**config.mk**
```make
export PLATFORM = sky130hd
export DESIGN_NAME = io_func_mux
export DESIGN_NICKNAME = d
export VERILOG_FILES = /design/src/rtl/io_func_mux.sv
export SDC_FILE = /design/constraint.sdc
export NUM_CORES = 1
export LEC_CHECK = 0
export CAP_MARGIN = 30
export CORE_AREA = 2 2 265 267
export CTS_CLUSTER_SIZE = 30
export DETAILED_ROUTE_END_ITERATION = 8
export DIE_AREA = 0 0 267 269
export PLACE_DENSITY = 0.54
export SLEW_MARGIN = 20
export SYNTH_ARGS = -nofsm -noshare
export SYNTH_HDL_FRONTEND = slang
export SYNTH_SLANG_ARGS = --single-unit
```
**constraint.sdc**
```tcl
create_clock -name wb_clk_i -period 12.35 [get_ports wb_clk_i]
set_clock_uncertainty 0.2 [all_clocks]
set_input_delay 2.47 -clock wb_clk_i [delete_from_list [all_inputs] [get_ports wb_clk_i]]
set_output_delay 2.47 -clock wb_clk_i [all_outputs]
set_load 0.01 [all_outputs]
```
**src/rtl/io_func_mux.sv**
```systemverilog
// io_func_mux: Wishbone-programmable pad function multiplexer.
// Each pad selects one of four peripheral functions for its output and output
// enable, and its synchronised input is routed back to the selected function
// only. Rising edges on pad inputs latch per-pad interrupt status bits.
module io_func_mux #(
  parameter int unsigned         NUM_IO    = 38,
  parameter logic [2*NUM_IO-1:0] RESET_SEL = '0,
  parameter logic                IN_IDLE   = 1'b1
) (
  input  logic                  wb_clk_i,
  input  logic                  wb_rst_i,
  input  logic                  wbs_stb_i,
  input  logic                  wbs_cyc_i,
  input  logic                  wbs_we_i,
  input  logic [3:0]            wbs_sel_i,
  input  logic [31:0]           wbs_adr_i,
  input  logic [31:0]           wbs_dat_i,
  output logic                  wbs_ack_o,
  output logic [31:0]           wbs_dat_o,
  input  logic [4*NUM_IO-1:0]   fn_out_i,
  input  logic [4*NUM_IO-1:0]   fn_oeb_i,
  output logic [4*NUM_IO-1:0]   fn_in_o,
  input  logic [NUM_IO-1:0]     io_in,
  output logic [NUM_IO-1:0]     io_out,
  output logic [NUM_IO-1:0]     io_oeb,
  output logic                  irq_o
);

  // Word offsets (adr[5:2])
  localparam logic [3:0] AdrLock  = 4'h4;
  localparam logic [3:0] AdrInLo  = 4'h8;
  localparam logic [3:0] AdrInHi  = 4'h9;
  localparam logic [3:0] AdrIenLo = 4'hA;
  localparam logic [3:0] AdrIenHi = 4'hB;
  localparam logic [3:0] AdrIstLo = 4'hC;
  localparam logic [3:0] AdrIstHi = 4'hD;

  // Register state
  logic [2*NUM_IO-1:0] sel_q, sel_d;
  logic                lock_q, lock_d;
  logic [NUM_IO-1:0]   ien_q, ien_d;
  logic [NUM_IO-1:0]   ist_q, ist_d;
  logic                ack_q;
  logic [31:0]         rdata_q, rdata_d;
  logic                irq_q;

  // Input synchroniser and edge detector
  logic [NUM_IO-1:0]   sync1_q, sync_q, prev_q;
  logic [NUM_IO-1:0]   rise;

  // Bus decode
  logic                req;
  logic                wr;
  logic [3:0]          word;
  logic [31:0]         bmask;
  logic [31:0]         rd_mux;

  // Zero-padded views so the register map can be indexed as full 32-bit words
  logic [127:0]        sel_pad, sel_wide;
  logic [63:0]         sync_pad, ien_pad, ist_pad, ien_wide, clr_wide;

  // Address bits outside [5:2] are not decoded
  logic                unused_adr;
  assign unused_adr = ^{wbs_adr_i[31:6], wbs_adr_i[1:0]};

  // A new transfer starts only while ack is low, so a held strobe completes
  // one transfer every two cycles.
  assign req   = wbs_stb_i & wbs_cyc_i & ~ack_q;
  assign wr    = req & wbs_we_i;
  assign word  = wbs_adr_i[5:2];
  assign bmask = {{8{wbs_sel_i[3]}}, {8{wbs_sel_i[2]}}, {8{wbs_sel_i[1]}}, {8{wbs_sel_i[0]}}};
  assign rise  = sync_q & ~prev_q;

  // Widen narrow registers to the full register-map width
  always_comb begin
    sel_pad  = '0;
    sync_pad = '0;
    ien_pad  = '0;
    ist_pad  = '0;
    sel_pad[2*NUM_IO-1:0] = sel_q;
    sync_pad[NUM_IO-1:0]  = sync_q;
    ien_pad[NUM_IO-1:0]   = ien_q;
    ist_pad[NUM_IO-1:0]   = ist_q;
  end

  // SEL next state: byte-gated write, blocked while locked
  always_comb begin
    sel_wide = sel_pad;
    if (wr && !lock_q && (word[3:2] == 2'b00)) begin
      sel_wide[{word[1:0], 5'd0} +: 32] =
        (sel_pad[{word[1:0], 5'd0} +: 32] & ~bmask) | (wbs_dat_i & bmask);
    end
    sel_d = sel_wide[2*NUM_IO-1:0];
  end

  // LOCK next state: sticky until reset
  always_comb begin
    lock_d = lock_q;
    if (wr && (word == AdrLock) && wbs_sel_i[0] && wbs_dat_i[0]) begin
      lock_d = 1'b1;
    end
  end

  // IEN next state: byte-gated write, bits for absent pads dropped
  always_comb begin
    ien_wide = ien_pad;
    if (wr && ((word == AdrIenLo) || (word == AdrIenHi))) begin
      ien_wide[{word[0], 5'd0} +: 32] =
        (ien_pad[{word[0], 5'd0} +: 32] & ~bmask) | (wbs_dat_i & bmask);
    end
    ien_d = ien_wide[NUM_IO-1:0];
  end

  // IST next state: W1C clear, then a rise sets so a same-cycle set wins
  always_comb begin
    clr_wide = '0;
    if (wr && ((word == AdrIstLo) || (word == AdrIstHi))) begin
      clr_wide[{word[0], 5'd0} +: 32] = wbs_dat_i & bmask;
    end
    ist_d = (ist_q & ~clr_wide[NUM_IO-1:0]) | rise;
  end

  // Read data multiplexer (sampled into the registered read data)
  always_comb begin
    rd_mux = '0;
    case (word)
      4'h0, 4'h1, 4'h2, 4'h3: rd_mux = sel_pad[{word[1:0], 5'd0} +: 32];
      AdrLock:                rd_mux = {31'd0, lock_q};
      AdrInLo:                rd_mux = sync_pad[31:0];
      AdrInHi:                rd_mux = sync_pad[63:32];
      AdrIenLo:               rd_mux = ien_pad[31:0];
      AdrIenHi:               rd_mux = ien_pad[63:32];
      AdrIstLo:               rd_mux = ist_pad[31:0];
      AdrIstHi:               rd_mux = ist_pad[63:32];
      default:                rd_mux = '0;
    endcase
  end

  // Read data is only non-zero during the ack cycle
  always_comb begin
    rdata_d = req ? rd_mux : 32'd0;
  end

  // Bus, register and interrupt state
  always_ff @(posedge wb_clk_i or posedge wb_rst_i) begin
    if (wb_rst_i) begin
      ack_q   <= 1'b0;
      rdata_q <= '0;
      sel_q   <= RESET_SEL;
      lock_q  <= 1'b0;
      ien_q   <= '0;
      ist_q   <= '0;
      irq_q   <= 1'b0;
    end else begin
      ack_q   <= req;
      rdata_q <= rdata_d;
      sel_q   <= sel_d;
      lock_q  <= lock_d;
      ien_q   <= ien_d;
      ist_q   <= ist_d;
      irq_q   <= |(ist_q & ien_q);
    end
  end

  // Pad input synchroniser plus previous-value flop; reset high so idle-high
  // pads do not produce a spurious rise when reset is released.
  always_ff @(posedge wb_clk_i or posedge wb_rst_i) begin
    if (wb_rst_i) begin
      sync1_q <= '1;
      sync_q  <= '1;
      prev_q  <= '1;
    end else begin
      sync1_q <= io_in;
      sync_q  <= sync1_q;
      prev_q  <= sync_q;
    end
  end

  // Output mux: each pad drives the selected function's output and enable
  always_comb begin
    io_out = '0;
    io_oeb = '1;
    for (int p = 0; p < NUM_IO; p++) begin
      case (sel_q[2*p +: 2])
        2'd0: begin
          io_out[p] = fn_out_i[p];
          io_oeb[p] = fn_oeb_i[p];
        end
        2'd1: begin
          io_out[p] = fn_out_i[NUM_IO + p];
          io_oeb[p] = fn_oeb_i[NUM_IO + p];
        end
        2'd2: begin
          io_out[p] = fn_out_i[2*NUM_IO + p];
          io_oeb[p] = fn_oeb_i[2*NUM_IO + p];
        end
        default: begin
          io_out[p] = fn_out_i[3*NUM_IO + p];
          io_oeb[p] = fn_oeb_i[3*NUM_IO + p];
        end
      endcase
    end
  end

  // Input routing: only the selected function sees the pad, others idle
  always_comb begin
    fn_in_o = '0;
    for (int f = 0; f < 4; f++) begin
      for (int p = 0; p < NUM_IO; p++) begin
        fn_in_o[f*NUM_IO + p] = (sel_q[2*p +: 2] == 2'(f)) ? sync_q[p] : IN_IDLE;
      end
    end
  end

  assign wbs_ack_o = ack_q;
  assign wbs_dat_o = rdata_q;
  assign irq_o     = irq_q;

endmodule

```
==> impl_metrics.yaml <==
worst_setup_path:
  cp_cell_sequence: "clkdlybuf4s50_1, mux4_2, clkdlybuf4s50_1"
  worstSetupStartpointType: "input port"
  crit_buf_inv: 2
  worstPathRequired_ps: 9680
  cpPeakStageDelay_ps: 510
  cp.depth: 3
  slowest_stage: "clkdlybuf4s50_1"
  cp_max_fo: 1
  crit_path_frequent_cell: "clkdlybuf4s50_1"
  r2r_end: "sel_q[47]"
  crit_family: "buffers and inverters"
  r2r_cells: 7
  crit_type: "input port to output pin"
  worst_setup_path_end_kind: "output pin"
  rrSetupSlack_ps: 9920
  cp.arrival_ps: 3940
  reg2reg_from: "wbs_ack_o"
cts:
  post_cts_resized: 0
  cts_hold_buf: 0
  postCtsSetupRepairBufs: 0
  root_buffer: "clkbuf_16"
  clk_latency_ps: 550
  clk_path_buf_depth: 3
  cts_tree: "built"
  path_clk_slew_ps: 60
  numCtsBuffers: 40
  clock_sinks: 301
  htreeDepth: 2
power:
  combPwrFrac_pct: 12.9
  sequentialPowerShare_pct: 39.9
  p_leak_nw: 9.34
  clock_power_share_pct: 47.3
  swShare_pct: 23.4
  power_switching_uw: 638
  powerDensity_nw_per_um2: 114
  total_power_mw: 2.72
  internal_power_mw: 2.08
  irDropWorstVdd_mv: 0.0963
floorplan:
  start_util_pct: 21.6
  die-area_um2: 71800
  die_h_um: 269
  core-area_um2: 69300
  io_pins: 677
  die_x_um: 267
  row_count: 97
global_routing:
  grt_max_degree: 110
  antenna_found_initial: 6
  grt_pass1_wl_mm: 91.8
  grt_use_total_pct: 17.3
  overflow: 0
  grt_pass1_vias: 13800
finish:
  layout-drive-gt1-share_pct: 19.4
  register_area_um2: 7670
  multi_input_area_um2: 6690
  final_cells: 2844
  final_cell_mix: "clkdlybuf4s50_1, dfrtp_1, nand2_1"
  syn_to_final_growth_pct: 59.3
  design_area_um2: 23900
  nFillCells: 6881
  final_nets: 2291
  final_common_cell: "clkdlybuf4s50_1"
sta:
  setup_viol: 0
  post-route-min-period_ps: 6610
  relSlewSlack_pct: 39.4
  tns_ps: 0
  hold_viol_final: 0
  fin_crit_sh_pct: 53.6
  grt_setup_unrepaired: "no"
  drv_slew: 0
  max_freq_ghz: 0.151
  worst_pin_slew_ps: 901
synth:
  synth_flop_cell: "dfrtp_1"
  synth_top_cells_by_area: "dfrtp_1, dfstp_2, mux4_2, a22o_1, nand2_1"
  syn_nets: 1705
  yosysWarningCount: 0
  ys_seq_elements: 301
  synthCells: 1285
  ys_types: 50
  yosysTopAreaCell: "dfrtp_1"
  synthArstFlopShare_pct: 100
  synthesis.area_um2: 15000
  synth_top_area_share_pct: 31.2
  synth_edf_count: 0
  yosysSeqAreaShare_pct: 51.2
  syn_avg_cell_area_um2: 11.7
detailed_routing:
  wirelength_mm: 64.0
  drcViolationCount: 0
  ant_nets: 0
  num_vias: 13200
  wl_per_cell_um: 22.5
  routed_via_density: 4.64
  drtPass1Iterations: 5
  first_iter_violations: 747
min_path:
  hold_path.class: "register to register"
  min_path_cells: 0
  hold_start: "sync1_q[16]"
  hold_end: "sync_q[16]"
placement:
  placed_cells: 2768
  io_buffer_count: 648
  gp_congestion: 0.810
  dp_hpwl_mm: 48.4
  placed_area_um2: 22400
flow_run:
  drv_cap: 0
outcome:
  outcome: "finished, final reports clean"
==> flip-flops by register name (all words and copies together), names as in the netlist <==
name,cells
sel_q,76
ien_q,38
ist_q,38
prev_q,38
sync1_q,38
sync_q,38
wbs_dat_o,32
irq_o,1
lock_q,1
wbs_ack_o,1
==> power groups by stage <==
stage                     clock network, mW  registers, mW  logic (mW)
final                                  1.29           1.08       0.351
after global routing                   1.37           1.09       0.378
after CTS                              1.33           1.09       0.356
after detailed placement                  0           1.10       0.355
after global placement                    0           1.10       0.349
after floorplan                           0           1.07       0.150
==> layout make-up <==
| type | count | area share (%) |
|---|---|---|
| multi-input combinational | 808 | 28.0 |
| inverter | 48 | 0.786 |
| tap | 940 | 4.92 |
| sequential | 301 | 32.1 |
| antenna | 3 | 0.0314 |
| clock buffer | 59 | 5.12 |
| clock inverter | 13 | 1.04 |
| timing repair buffer | 672 | 28.0 |
==> cell families after synthesis <==
family | count (synthesis) | share of synthesized area, %
buffers and inverters | 176 | 4.49
AO/OA/AOI/OAI | 245 | 12.8
adder cells (fa/ha/maj) | 5 | 0.417
flip-flops | 301 | 51.2
multiplexers | 162 | 17.5
AND/OR/NAND/NOR | 396 | 13.7
==> cell usage after synthesis (2+ instances only) <==
library cell,instances
dfrtp_1,187
a22o_1,79
nor4_1,2
mux2_2,36
o2bb2ai_1,36
o21ai_0,12
nor4_4,2
nand2_1,180
nor2b_1,2
nor4_2,4
nand3b_1,38
mux4_2,76
nor3_1,3
or3_1,38
nor2_1,74
mux2_1,2
inv_1,46
or3b_2,30
mux2i_1,48
dfstp_2,114
and4b_1,2
and3_1,2
nand4_1,9
buf_2,10
ha_1,5
o221ai_1,3
nand4b_1,2
a31oi_1,29
clkbuf_1,116
a22oi_1,49
a21oi_1,7
buf_1,2
a222oi_1,4
o31ai_1,20
==> metal layers <==
metal	track usage, %	wire length, um	vias up	part of all wire (%)
li1	-	-	5903	-
met1	21.0	25800	6691	40
met2	30.2	32000	519	50
met3	4.54	4790	77	7.5
met4	4.78	1370	8	2.1
met5	0	53	-	0.083
==> metrics by stage <==
step | util (%) | hold WS (ps) | worst slack (ps)
after floorplan | - | 145 | 1550
after global placement | 32.2 | 145 | 5730
after detailed placement | 32.3 | 147 | 5730
after CTS | 34.5 | 145 | 5730
after global routing | 34.5 | 149 | 5720
final | 34.5 | 147 | 5740
==> worst max-delay path by stage <==
stage	start	endpoint
2_1_floorplan	wb_rst_i	ien_q[0]
3_3_place_gp	fn_out_i[55]	io_out[17]
3_5_place_dp	fn_out_i[55]	io_out[17]
4_1_cts	fn_out_i[55]	io_out[17]
5_1_grt	fn_out_i[71]	io_out[33]
6_report	fn_out_i[55]	io_out[17]
(Power assumes the default switching activity.)
